[src/rtl/seg7_spi_ctrl.sv]
// seg7_spi_ctrl: byte-level command decoder for a 4-digit 7-segment display.
// Each byte received from the SPI slave is decoded and answered one cycle later.
//
// Ports
//   clk, rst_n        system clock, asynchronous active-low reset
//   rx_valid, rx_byte received byte strobe and data
//   cs_n              synchronised chip-select, 1 closes the frame
//   tx_valid, tx_byte response strobe and data (data held between strobes)
//   digit0..digit3    BCD display digits, digit0 least significant
//   colon             00 colon, 01 decimal point, 11 none
//   err_count         saturating count of rejected bytes
module seg7_spi_ctrl (
  input  logic       clk,
  input  logic       rst_n,
  input  logic       rx_valid,
  input  logic [7:0] rx_byte,
  input  logic       cs_n,
  output logic       tx_valid,
  output logic [7:0] tx_byte,
  output logic [3:0] digit0,
  output logic [3:0] digit1,
  output logic [3:0] digit2,
  output logic [3:0] digit3,
  output logic [1:0] colon,
  output logic [7:0] err_count
);

  typedef enum logic [1:0] {StIdle, StArg, StDone} state_e;

  state_e      state_q, state_d;
  logic [7:0]  cmd_q, cmd_d;
  logic [1:0]  arg_cnt_q, arg_cnt_d;
  logic [7:0]  stage_q, stage_d;     // first arg of an all-digit write
  logic [17:0] rb_q, rb_d;           // {digits, colon} captured at a readback command
  logic [15:0] digits_q, digits_d;   // {d3, d2, d1, d0}
  logic [1:0]  colon_q, colon_d;
  logic [7:0]  err_q, err_d;
  logic        tx_valid_q, tx_valid_d;
  logic [7:0]  tx_byte_q, tx_byte_d;

  logic [15:0] inc_digits;
  logic        carry;
  logic        err_inc;
  logic        reject;
  logic        lo_ok, hi_ok;

  assign lo_ok = (rx_byte[3:0] <= 4'd9);
  assign hi_ok = (rx_byte[7:4] <= 4'd9);

  // 4-digit BCD increment with ripple carry; 9999 wraps to 0000.
  always_comb begin
    inc_digits = digits_q;
    carry      = 1'b1;
    for (int i = 0; i < 4; i++) begin
      if (carry) begin
        if (digits_q[4*i +: 4] == 4'd9) begin
          inc_digits[4*i +: 4] = 4'd0;
        end else begin
          inc_digits[4*i +: 4] = digits_q[4*i +: 4] + 4'd1;
          carry                = 1'b0;
        end
      end
    end
  end

  always_comb begin
    state_d    = state_q;
    cmd_d      = cmd_q;
    arg_cnt_d  = arg_cnt_q;
    stage_d    = stage_q;
    rb_d       = rb_q;
    digits_d   = digits_q;
    colon_d    = colon_q;
    tx_valid_d = 1'b0;
    tx_byte_d  = tx_byte_q;
    err_inc    = 1'b0;
    reject     = 1'b0;

    if (cs_n) begin
      // Frame closed: drop any partial command, committed state is kept.
      state_d   = StIdle;
      arg_cnt_d = 2'd0;
      stage_d   = 8'h00;
    end else if (rx_valid) begin
      tx_valid_d = 1'b1;
      unique case (state_q)
        StIdle: begin
          cmd_d     = rx_byte;
          tx_byte_d = 8'hA5;
          state_d   = StArg;
          if (rx_byte[7:2] == 6'b000100) begin
            arg_cnt_d = 2'd1;
          end else if (rx_byte == 8'h20) begin
            arg_cnt_d = 2'd1;
          end else if (rx_byte == 8'h30) begin
            arg_cnt_d = 2'd2;
          end else if (rx_byte == 8'h40) begin
            arg_cnt_d = 2'd3;
            rb_d      = {digits_q, colon_q};
          end else if (rx_byte == 8'h50) begin
            digits_d = inc_digits;
            state_d  = StDone;
          end else begin
            err_inc   = 1'b1;
            tx_byte_d = 8'hEE;
            state_d   = StDone;
          end
        end
        StArg: begin
          arg_cnt_d = arg_cnt_q - 2'd1;
          tx_byte_d = rx_byte;
          if (arg_cnt_q == 2'd1) state_d = StDone;
          if (cmd_q[7:2] == 6'b000100) begin
            if (!lo_ok) reject = 1'b1;
            else digits_d[{cmd_q[1:0], 2'b00} +: 4] = rx_byte[3:0];
          end else if (cmd_q == 8'h20) begin
            colon_d = rx_byte[1:0];
          end else if (cmd_q == 8'h30) begin
            if (!lo_ok || !hi_ok) reject = 1'b1;
            else if (arg_cnt_q == 2'd2) stage_d = rx_byte;
            else digits_d = {stage_q, rx_byte};
          end else if (cmd_q == 8'h40) begin
            if (arg_cnt_q == 2'd3)      tx_byte_d = rb_q[17:10];
            else if (arg_cnt_q == 2'd2) tx_byte_d = rb_q[9:2];
            else                        tx_byte_d = {6'b0, rb_q[1:0]};
          end
          if (reject) begin
            err_inc   = 1'b1;
            tx_byte_d = 8'hEE;
            state_d   = StDone;
          end
        end
        StDone: begin
          tx_byte_d = 8'hFF;
        end
        default: begin
          state_d = StIdle;
        end
      endcase
    end

    err_d = err_q;
    if (err_inc && (err_q != 8'hFF)) err_d = err_q + 8'd1;
  end

  always_ff @(posedge clk or negedge rst_n) begin
    if (!rst_n) begin
      state_q    <= StIdle;
      cmd_q      <= 8'h00;
      arg_cnt_q  <= 2'd0;
      stage_q    <= 8'h00;
      rb_q       <= '0;
      digits_q   <= 16'h0000;
      colon_q    <= 2'b11;
      err_q      <= 8'h00;
      tx_valid_q <= 1'b0;
      tx_byte_q  <= 8'h00;
    end else begin
      state_q    <= state_d;
      cmd_q      <= cmd_d;
      arg_cnt_q  <= arg_cnt_d;
      stage_q    <= stage_d;
      rb_q       <= rb_d;
      digits_q   <= digits_d;
      colon_q    <= colon_d;
      err_q      <= err_d;
      tx_valid_q <= tx_valid_d;
      tx_byte_q  <= tx_byte_d;
    end
  end

  assign tx_valid  = tx_valid_q;
  assign tx_byte   = tx_byte_q;
  assign digit0    = digits_q[3:0];
  assign digit1    = digits_q[7:4];
  assign digit2    = digits_q[11:8];
  assign digit3    = digits_q[15:12];
  assign colon     = colon_q;
  assign err_count = err_q;

endmodule

[config.mk]
export PLATFORM = sky130hd
export DESIGN_NAME = seg7_spi_ctrl
export DESIGN_NICKNAME = d
export VERILOG_FILES = /design/src/rtl/seg7_spi_ctrl.sv
export SDC_FILE = /design/constraint.sdc
export NUM_CORES = 1
export LEC_CHECK = 0
export ABC_AREA = 1
export CAP_MARGIN = 30
export CORE_MARGIN = 4
export CORE_UTILIZATION = 50
export DETAILED_ROUTE_END_ITERATION = 12
export PLACE_DENSITY_LB_ADDON = 0.2
export SLEW_MARGIN = 20
export SYNTH_ARGS = -nofsm -noshare
export SYNTH_HDL_FRONTEND = slang
export SYNTH_SLANG_ARGS = --single-unit
[constraint.sdc]
create_clock -name clk -period 4.8 [get_ports clk]
set_clock_uncertainty 0.2 [all_clocks]
set_input_delay 0.96 -clock clk [delete_from_list [all_inputs] [get_ports clk]]
set_output_delay 0.96 -clock clk [all_outputs]
set_load 0.02 [all_outputs]
# == Word level (Yosys, flattened, before mapping) ==
# Index checks and enable logic that the tools add are counted.
# word_totals
reg_bits,73
in_bits,12
output_inout_bits,35
word_cells,171
# op_classes
addsub,7
magnitude_cmp,2
eq_ne,38
shift,2
mux,81
bitwise,5
reduce_logical,23
# op_table
operator,n
two-way mux 16 bit,11
two-way mux 8 bit,15
AND reduction 14 bit,3
two-way mux 7 bit,5
"== test 8 x 6 -> 1 bit, second input constant",4
case mux 16 bit (2 select lines),1
two-way mux 2 bit,14
two-way mux 4 bit,7
"== test 8 x 7 -> 1 bit, second input constant",3
"inequality test 2 bit, second input constant",12
case mux 8 bit (3 select lines),1
two-way mux 1 bit,23
"adder 4 x 1 -> 4 bit, second input constant",4
bitwise mux 16 bit,1
"== test 4 bit, second input constant",4
"variable shift 4 x 6 -> 16 bit, first input constant",1
variable part select 4 x 6 -> 16 bit,1
"inequality test 3 bit, second input constant",5
AND reduction 7 bit,2
AND reduction 13 bit,1
"== test 6 x 3 -> 1 bit, second input constant",2
AND reduction 3 bit,4
nonzero test 2 bit,5
"adder 8 x 1 -> 8 bit, second input constant",1
other kinds (18),28

# == Longest topological paths before layout ==
# depth
word_depth,15
ltp_mapped,14
mapped_depth_nobuf,14

# == Worst setup path after synthesis ==
# No wires, ideal clock.
# synth_timing
path_kind,input-to-reg
start,input port rx_byte[5]
end,register digits_q[8]
setup_ps,118
arrival_time_ps,1983
t_required_ps,4482
slack_ps,2500
stages,9
n_path_buf,1
cell_sequence,buf_2 nor2_2 nand4_2 nand2_2 nand2_4 nor2_8 nand3_2 nand2_1 nand2_1
# synth_between
elab_chain_len,5
elab_cells_between_ends,15
classes_between,order compare (1); eq/ne (11); reduce/logical (3)
# synth_lines
item,line_no,rtl
"start, declared",16,"input logic [7:0] rx_byte,"
<= comparator 4 bit,48,assign hi_ok = (rx_byte[7:4] <= 4'd9);
logical NOT 1 bit,119,if (!lo_ok || !hi_ok) reject = 1'b1;
logical OR 1 bit,119,
inequality test 3 bit (no line),-,
AND reduction 14 bit (no line) *,-,
"end signal, assigned",164,digits_q <= digits_d;
"end, declared",35,"logic [15:0] digits_q, digits_d;"
# Mark *: on every way between the ends. The rest lies on a longest branch, timed or not.
# A chain may end at the register's enable or synchronous reset.

# == Final worst setup path ==
# layout_timing
start,input port rx_valid
end,register rb_q[1]
# layout_between
elab_chain_len,1
# layout_lines
item,line_no,rtl
"start, declared",15,"input logic rx_valid,"
AND reduction 7 bit (no line),-,
"end signal, assigned",163,rb_q <= rb_d;
"end, declared",34,"logic [17:0] rb_q, rb_d;"
# No other way between the ends.

==> metrics.txt <==
status finished, final reports clean; deepest clock path buffer count 2; Top delay family on crit path simple AND/OR/NAND/NOR gates; Post-CTS Hold Buffers 0; post-route ant nets 0; Post-Synth XOR/XNOR Area 1.95%; Mean Syn Cell Area 7.42 um^2; combinational share of power 34.1%; Die Wd 103 um; dpl hpwl 8850 um; slowest CP cell clkdlybuf4s50_1; VDD IR max 0.189 mV; most frequent cells after synthesis 189 x nand2_1, 71 x dfrtp_1, 60 x nand3_1; core footprint 8720 um^2; Top-Level Pins 47; final hold vios 0; gpl congestion 0.944; CP Cell Sequence clkdlybuf4s50_1 -> inv_1 -> nor2_2 -> inv_2 -> nor2_4 -> nand2_2 -> mux2_2; Place WS 1.49 ns; largest net degree at the start of global routing 74; Synth Instances 605; Setup crit start kind input pin; reported max-cap violation count 0; Worst Setup SP rx_valid; Cell Int Power 1.35 mW; initial drt markers 432; reg2reg path depth 6; Hold Startpoint tx_byte[6]; synth warn 0; Routed WL 12100 um; layout cells sized above 1 10.7%; grt ovf 0; RR Startpoint state_q[0]; CTS Buf Count 9; critical path type input pin to flip-flop; Slew HR 48.2%; top area cells in the synthesized netlist dfrtp_1 40%, nand2_1 16%, nand3_1 6.7%; Max Clk Rate 337 MHz; EDFF count, synth 0; FFs w/ async S/R, synth 100%; first-pass detailed-route iteration total 5; mux contribution to synthesized area 1.00%; nets 675; clk root buf clkbuf_8; Seq pwr share 38.0%; first-pass GRT wire length 20100 um; critical path data arrival time 3.01 ns; Clk pwr share 27.9%; Sum Neg Setup Slack 0 ns; max-slew violations 0; hold depth 2; Post-synth top flop dfrtp_1; post-synthesis cell area 4490 um^2; vias in the first global route 4079; Cells after DPL 746; diodes inserted 0; kind of end point of the critical path flip-flop; Setup violations, final 0; Starting Density 51.4%; fin crit share 61.8%; unrepaired setup endpoints after global routing false; fin crit period 2.97 ns; vias per cell 5.55; Switching Fraction 36.8%; FF+latch count, synth 73; switching power 785 uW; post-synth top area share 39.6%; Compound-Gate Fraction of Synth Area 10.8%; wire per inst 15.8 um; worst path required time 4.84 ns; fin cells 763; Simple-Gate Fraction of Synth Area 36.2%; Post-CTS Resized 0; clock slew at reported path FFs 0.07 ns; sequential-to-total area share from yosys stat 40.8%; CTS tree yes; critical path depth in cells 7; power per standard cell area 404 nW/um^2; Cell variety after synth 39; top-count cell post-synth nand2_1; initial antenna violation count 0; Clock Sinks 73; fillers 787; CP max FO 33; Post-CTS Setup Repair Bufs 0; CP bufs+invs 3; # DRC 0; crit-path max cell delay 0.52 ns; worst slew pin tran 0.774 ns; static leakage 2.43 nW; Hold WC Path Type flip-flop to flip-flop; Core Rows 34; Syn Nets 630; via count 4238; Synth area leader dfrtp_1; Vert. Die Dim 103 um; clk_lat worst skew 0.36 ns; Final WS setup 1.83 ns; I/O Buffers 46; htree depth 3; total track usage 24.8%; Final Util 60.6%; Post-Synth Adder-Cell Area 3.63%; Layout area overhead 17.8%; full die area 10600 um^2; largest family of logic cells by synthesized area simple AND/OR/NAND/NOR gates
-- metrics by stage --
stage               cell area [um^2]  hold slack [ns]  total power [mW]
floorplan                       4490            0.248              1.26
global placement                5020            0.261              1.53
detailed placement              5020            0.268              1.54
CTS                             5270            0.289              2.13
global route                    5290            0.313              2.27
finish                          5290            0.287              2.13
-- flip-flops by register name (all words and copies together) (netlist names) --
register	cells
rb_q	18
cmd_q	8
colon	2
err_count	8
arg_cnt_q	2
tx_byte	8
stage_q	8
tx_valid	1
state_q	2
digits_q	16
-- path summary, 6_finish.rpt --
path / slack [ns] / to
setup / recovery: 1.83 / rb_q[1]
hold / removal: 0.29 / tx_byte[6]
setup reg to reg: 2.09 / rb_q[1]
hold reg to reg: 0.29 / tx_byte[6]
max in group asynchronous: 3.48 / tx_valid
min in group asynchronous: 0.35 / digits_q[1]
-- layer usage --
metal	vias to the layer above	part of all wire, %	wire [um]	track usage [%]
li1	2078	-	-	-
met1	1955	44	5260	35.1
met2	170	46	5480	37.9
met3	35	7.8	943	4.53
met4	0	3.0	359	9.56
met5	-	0	0	0
-- cells by family (layout without fill, tap and decap cells) --
| family | count (synthesis) | after routing |
|---|---|---|
| DFF | 73 | 73 |
| and+or+nand+nor | 354 | 354 |
| buffers and inverters | 64 | 114 |
| muxes | 4 | 4 |
| AOI/OAI and AO/OA | 87 | 87 |
| adders and majority gates | 13 | 13 |
| xor gates and xnor gates | 10 | 10 |
-- worst register-to-register path: cells and delay by family, from the launching register on --
| family | cells | cell delay, ns |
|---|---|---|
| buffers and inverters | 2 | 0.38 |
| adders and majority gates | 1 | 0.41 |
| DFF | 1 | 0.42 |
| muxes | 1 | 0.40 |
| and+or+nand+nor | 2 | 0.78 |
-- placed cells by master, fill, tap and decap left out, drive strengths merged --
cell type and count:
nand2 202, dfrtp 71, nand3 65, nor2 63
o21ai 56, inv 47, clkdlybuf4s50 45, a21oi 18
nand4 14, ha 13, clkbuf 11, xor2 9
nor3 5, o211ai 4, o21a 4, mux2 4
clkinv 4, a22oi 3, bufinv 3, or2 3
buf 3, dfstp 2, nor4 1, a31oi 1
xnor2 1, nand3b 1, a21boi 1, clkinvlp 1
-- area by class of cell --
class | instances | area, um^2 | area share [%]
sequential | 73 | 1830 | 34.6
inverter | 50 | 188 | 3.55
multi-input combinational | 468 | 2400 | 45.5
clock inverter | 5 | 103 | 1.94
clock buffer | 11 | 141 | 2.68
tap | 108 | 135 | 2.56
timing repair buffer | 48 | 485 | 9.19
-- power groups by stage --
stage,combinational [mW],clock [mW],sequential [mW]
6_report,0.727,0.595,0.811
5_1_grt,0.809,0.630,0.829
4_1_cts,0.722,0.602,0.810
2_1_floorplan,0.381,0,0.880
3_3_place_gp,0.710,0,0.818
3_5_place_dp,0.717,0,0.821
Power figures use the tool's default switching activity.
==> RTL change 1, RTL diff (config.mk and constraints unchanged) <==
`stage_q` no longer has a reset.
--- a/src/rtl/seg7_spi_ctrl.sv
+++ b/src/rtl/seg7_spi_ctrl.sv
@@ -148,7 +148,6 @@
       state_q    <= StIdle;
       cmd_q      <= 8'h00;
       arg_cnt_q  <= 2'd0;
-      stage_q    <= 8'h00;
       rb_q       <= '0;
       digits_q   <= 16'h0000;
       colon_q    <= 2'b11;
@@ -159,7 +158,6 @@
       state_q    <= state_d;
       cmd_q      <= cmd_d;
       arg_cnt_q  <= arg_cnt_d;
-      stage_q    <= stage_d;
       rb_q       <= rb_d;
       digits_q   <= digits_d;
       colon_q    <= colon_d;
@@ -167,6 +165,10 @@
       tx_valid_q <= tx_valid_d;
       tx_byte_q  <= tx_byte_d;
     end
+  end
+
+  always_ff @(posedge clk) begin
+    stage_q <= stage_d;
   end
 
   assign tx_valid  = tx_valid_q;
Check against the original RTL: no difference found for any inputs over 4 cycles, from zero or initial values and one cycle with rst_n low; that may be too few to reach the edited logic, so the function may still have changed.
==> RTL change 1 against the original RTL <==
Area after synthesis shrank 1.8%; sequential power is essentially flat; setup slack lost 280 ps; count of clock-buffer cells in the layout shrank 2; non-clock buffer count is the same; sequential cell count is the same; clock power grew 3%; combinational power shrank 6.9%; total power shrank 1.3%; first-iteration DRC count shrank 30%; final area shrank 1.9%; routed wire length grew 1.3%; die area shrank 1.7%; largest cell class unchanged; largest power group unchanged.
==> RTL change 1: results (changes against the original RTL) <==
fraction of registers with async set/reset 0.890 (-0.110); register with the most flip-flops rb_q; crit path DAT 3300 ps (+290 ps); cts repair resizes 0 (unchanged); maximum VDD drop 0.000278 V (+47%); top cells by area, synth dfrtp_1 (36%), nand2_1 (17%), o21ai_0 (6.0%); HPWL after DPL 9.24 mm (+4.4%); placed cell areas 4930 um2 (-1.7%); largest net degree at the start of global routing 39 (-47%); CP max stage cell nand2_1; Least-Margin Pin Slew 928 ps (+154 ps); routed vias/inst 5.52 (-0.56%); routability congestion estimate 0.955 (+1.1%); layout cells sized above 1 0.0965 (-0.0103); first-pass GRT wire length 19.7 mm (-2.2%); post-synthesis sequential area ratio 0.406 (-0.00156); Total GRT Usage 0.246 (-0.00200); Iter 0 DRT Violations 301 (-30%); Leak 2.44 nW (+0.53%); vias in the first global route 3978 (-2.5%); post-synthesis net count 637 (+1.1%); IO buf count 46 (unchanged); Cell variety after synth 38 (-2.6%); outcome finished clean; n_diodes 0 (unchanged); nets@finish 683 (+1.2%); CP peak stage delay 550 ps (+30 ps); WL per Instance 15.9 um (+0.68%); Worst-path clk slew 90 ps (+20 ps); Post-synth top cells nand2_1 (198), nor2_1 (65), dfrtp_1 (63); top_reg_cell synth dfrtp_1
RTL change 1: worst paths after layout:
kind	startpoint	to	slack [ps]	cells past startpoint
setup / recovery	cs_n	rb_q[7]	1550	8
setup reg to reg	state_q[0]	rb_q[7]	2100	6
hold / removal	tx_byte[4]	tx_byte[4]	290	2
hold reg to reg	tx_byte[4]	tx_byte[4]	290	2
min in group asynchronous	rst_n	tx_byte[2]	400	1
max in group asynchronous	rst_n	digits_q[8]	3060	2
RTL change 1: tightest hold or removal path, delay by kind of cell (launching register included):
kind / cells / cell delay (ps)
flip-flops: 1 / 350
AND/OR/NAND/NOR: 2 / 120
RTL change 1: cells by family after synthesis:
family	Yosys count	synth area share
AOI/OAI and AO/OA	86	0.108
DFF	73	0.406
buffers and inverters	65	0.0611
muxes	3	0.00767
xor gates and xnor gates	9	0.0179
and+or+nand+nor	363	0.362
adders and majority gates	13	0.0369
RTL change 1: through the flow:
step | power (mW) | instances | worst slack (ps)
after floorplan | 1.22 | 612 | 2510
after global placement | 1.48 | 752 | 1340
after detailed placement | 1.49 | 752 | 1220
after CTS | 2.10 | 768 | 1590
after global routing | 2.23 | 768 | 1380
final | 2.10 | 768 | 1550
RTL change 1: metal layers:
layer / track usage / vias to the layer above / wire length (um)
met5: 0 / - / 0
met4: 0.0928 / 0 / 293
met3: 0.0491 / 24 / 824
met2: 0.390 / 161 / 5660
met1: 0.334 / 1974 / 5440
li1: - / 2083 / -
RTL change 1: report_power, final:
group / leakage [nW] / internal (mW) / switching (mW) / total (mW)
clock network: 0.122 / 0.351 / 0.263 / 0.615
logic: 1.41 / 0.263 / 0.414 / 0.677
registers: 0.913 / 0.698 / 0.115 / 0.814
RTL change 1: cell type report:
class / count / area (um2)
Multi-Input combinational cell: 474 / 2350
Timing Repair Buffer: 48 / 470
Sequential cell: 73 / 1790
Fill cell: 776 / 3200
Inverter: 52 / 195
Tap cell: 105 / 131
Clock buffer: 9 / 124
Clock inverter: 7 / 126
==> RTL change 2, RTL diff (same settings) <==
Made on the original files. The output `tx_valid` loses its register stage (`tx_valid_q` becomes a continuous assignment).
--- a/src/rtl/seg7_spi_ctrl.sv
+++ b/src/rtl/seg7_spi_ctrl.sv
@@ -153,7 +153,6 @@
       digits_q   <= 16'h0000;
       colon_q    <= 2'b11;
       err_q      <= 8'h00;
-      tx_valid_q <= 1'b0;
       tx_byte_q  <= 8'h00;
     end else begin
       state_q    <= state_d;
@@ -164,10 +163,11 @@
       digits_q   <= digits_d;
       colon_q    <= colon_d;
       err_q      <= err_d;
-      tx_valid_q <= tx_valid_d;
       tx_byte_q  <= tx_byte_d;
     end
   end
+
+  assign tx_valid_q = tx_valid_d;
 
   assign tx_valid  = tx_valid_q;
   assign tx_byte   = tx_byte_q;
Behaviour: not the same (Yosys sat finds a counterexample within 4 cycles, from zero or initial values and one cycle with rst_n low).
==> RTL change 2 against the original RTL <==
Critical path type is now in -> out; area after synthesis grew 1.3%; non-clock buffer count unchanged; setup slack worse by 580 ps; first-iteration DRC count fell by 41%; cell count down 2.0%; routed wire length decreased by 4.6%; register-to-register slack got worse by 310 ps; sequential power shrank 2.6%; total power fell by 9.1%; final area decreased by 0.99%; sequential cell count decreased by 1.
==> RTL change 2: results (changes against the original RTL) <==
first-pass GRT wire length 18.9 mm (-6.2%); cells on worst reg2reg path 10 (+4); outcome finished clean; Post-Route WL 11.5 mm (-4.6%); r2r endpoint digits_q[12]; Iter 0 DRT Violations 257 (-41%); layout cells sized above 1 0.134 (+0.0275); hold endpoint tx_byte[1]; Post-synth top cells nand2_1 (183), dfrtp_1 (70), nand3_1 (60); post-synthesis sequential area ratio 0.397 (-0.0107); Reg power frac 0.408 (+0.028); post-synthesis net count 617 (-2.1%); beginning of the critical path cs_n; crit path DAT 2380 ps (-630 ps); combinational gate power 0.693 mW (-4.7%); dpl ws 1260 ps (-230 ps); delay-heaviest family, CP buffers and inverters; Total GRT Usage 0.229 (-0.0186); met3 wire length 538 um (-43%); CP peak stage delay 640 ps (+120 ps); internal power 1.16 mW (-14%); largest net degree at the start of global routing 37 (-50%); Fmax achieved 0.282 GHz (-16%); HPWL after DPL 8.84 mm (about the same); Layout fillers 809 (+2.8%); routability congestion estimate 0.931 (-1.5%); Leak 2.35 nW (-3.2%); met2 routed WL 5.40 mm (-1.5%); Placed Cells 732 (-1.9%); maximum VDD drop 0.000207 V (+9.5%); vias in the first global route 3850 (-5.6%); clk buf depth 2 (unchanged); 1st-pass router iterations 6 (+1); met1 usage 0.317 (-0.0335); hold_ws 287 ps (+0.549 ps); top cells by area, synth dfrtp_1 (39%), nand2_1 (15%), nand3_1 (6.6%); Syn Inst Count 592 (-2.1%); nets@finish 660 (-2.2%); crit path capture tx_valid; Crit Path Max Fanout 5 (-85%); Hold Crit Class reg -> reg; critical path depth in cells 3 (-4); GR Layer Usage met3 0.0443 (-0.00107)
[RTL change 2: changes by cell type in the layout (fill, tap and decap cells not counted), moves of 3 or more]
cell	change
o21ai_2	+16
nor2_1	-15
a21oi_1	-7
nand2_1	-6
nand4_1	+6
o21ai_0	-6
mux2_2	-4
nand2_2	-4
bufinv_16	-3
nand3b_1	+3
nor3_2	+3
o21a_1	-3
[RTL change 2: logic make-up (layout without fill, tap and decap cells)]
family / Yosys count / count (layout) / share of synthesized area
adder cells (fa/ha/maj): 13 / 13 / 0.0358
XOR/XNOR: 8 / 8 / 0.0154
flip-flops: 72 / 72 / 0.397
AND/OR/NAND/NOR: 344 / 344 / 0.366
buffers and inverters: 66 / 114 / 0.0658
AO/OA/AOI/OAI: 89 / 89 / 0.120
[RTL change 2: final cells by class]
type,count,area (um2),area share
multi-input combinational,454,2440,0.467
sequential,72,1800,0.345
timing repair buffer,48,483,0.0923
inverter,50,188,0.0359
clock buffer,11,141,0.0270
tap,108,135,0.0258
clock inverter,5,40.0,0.00765
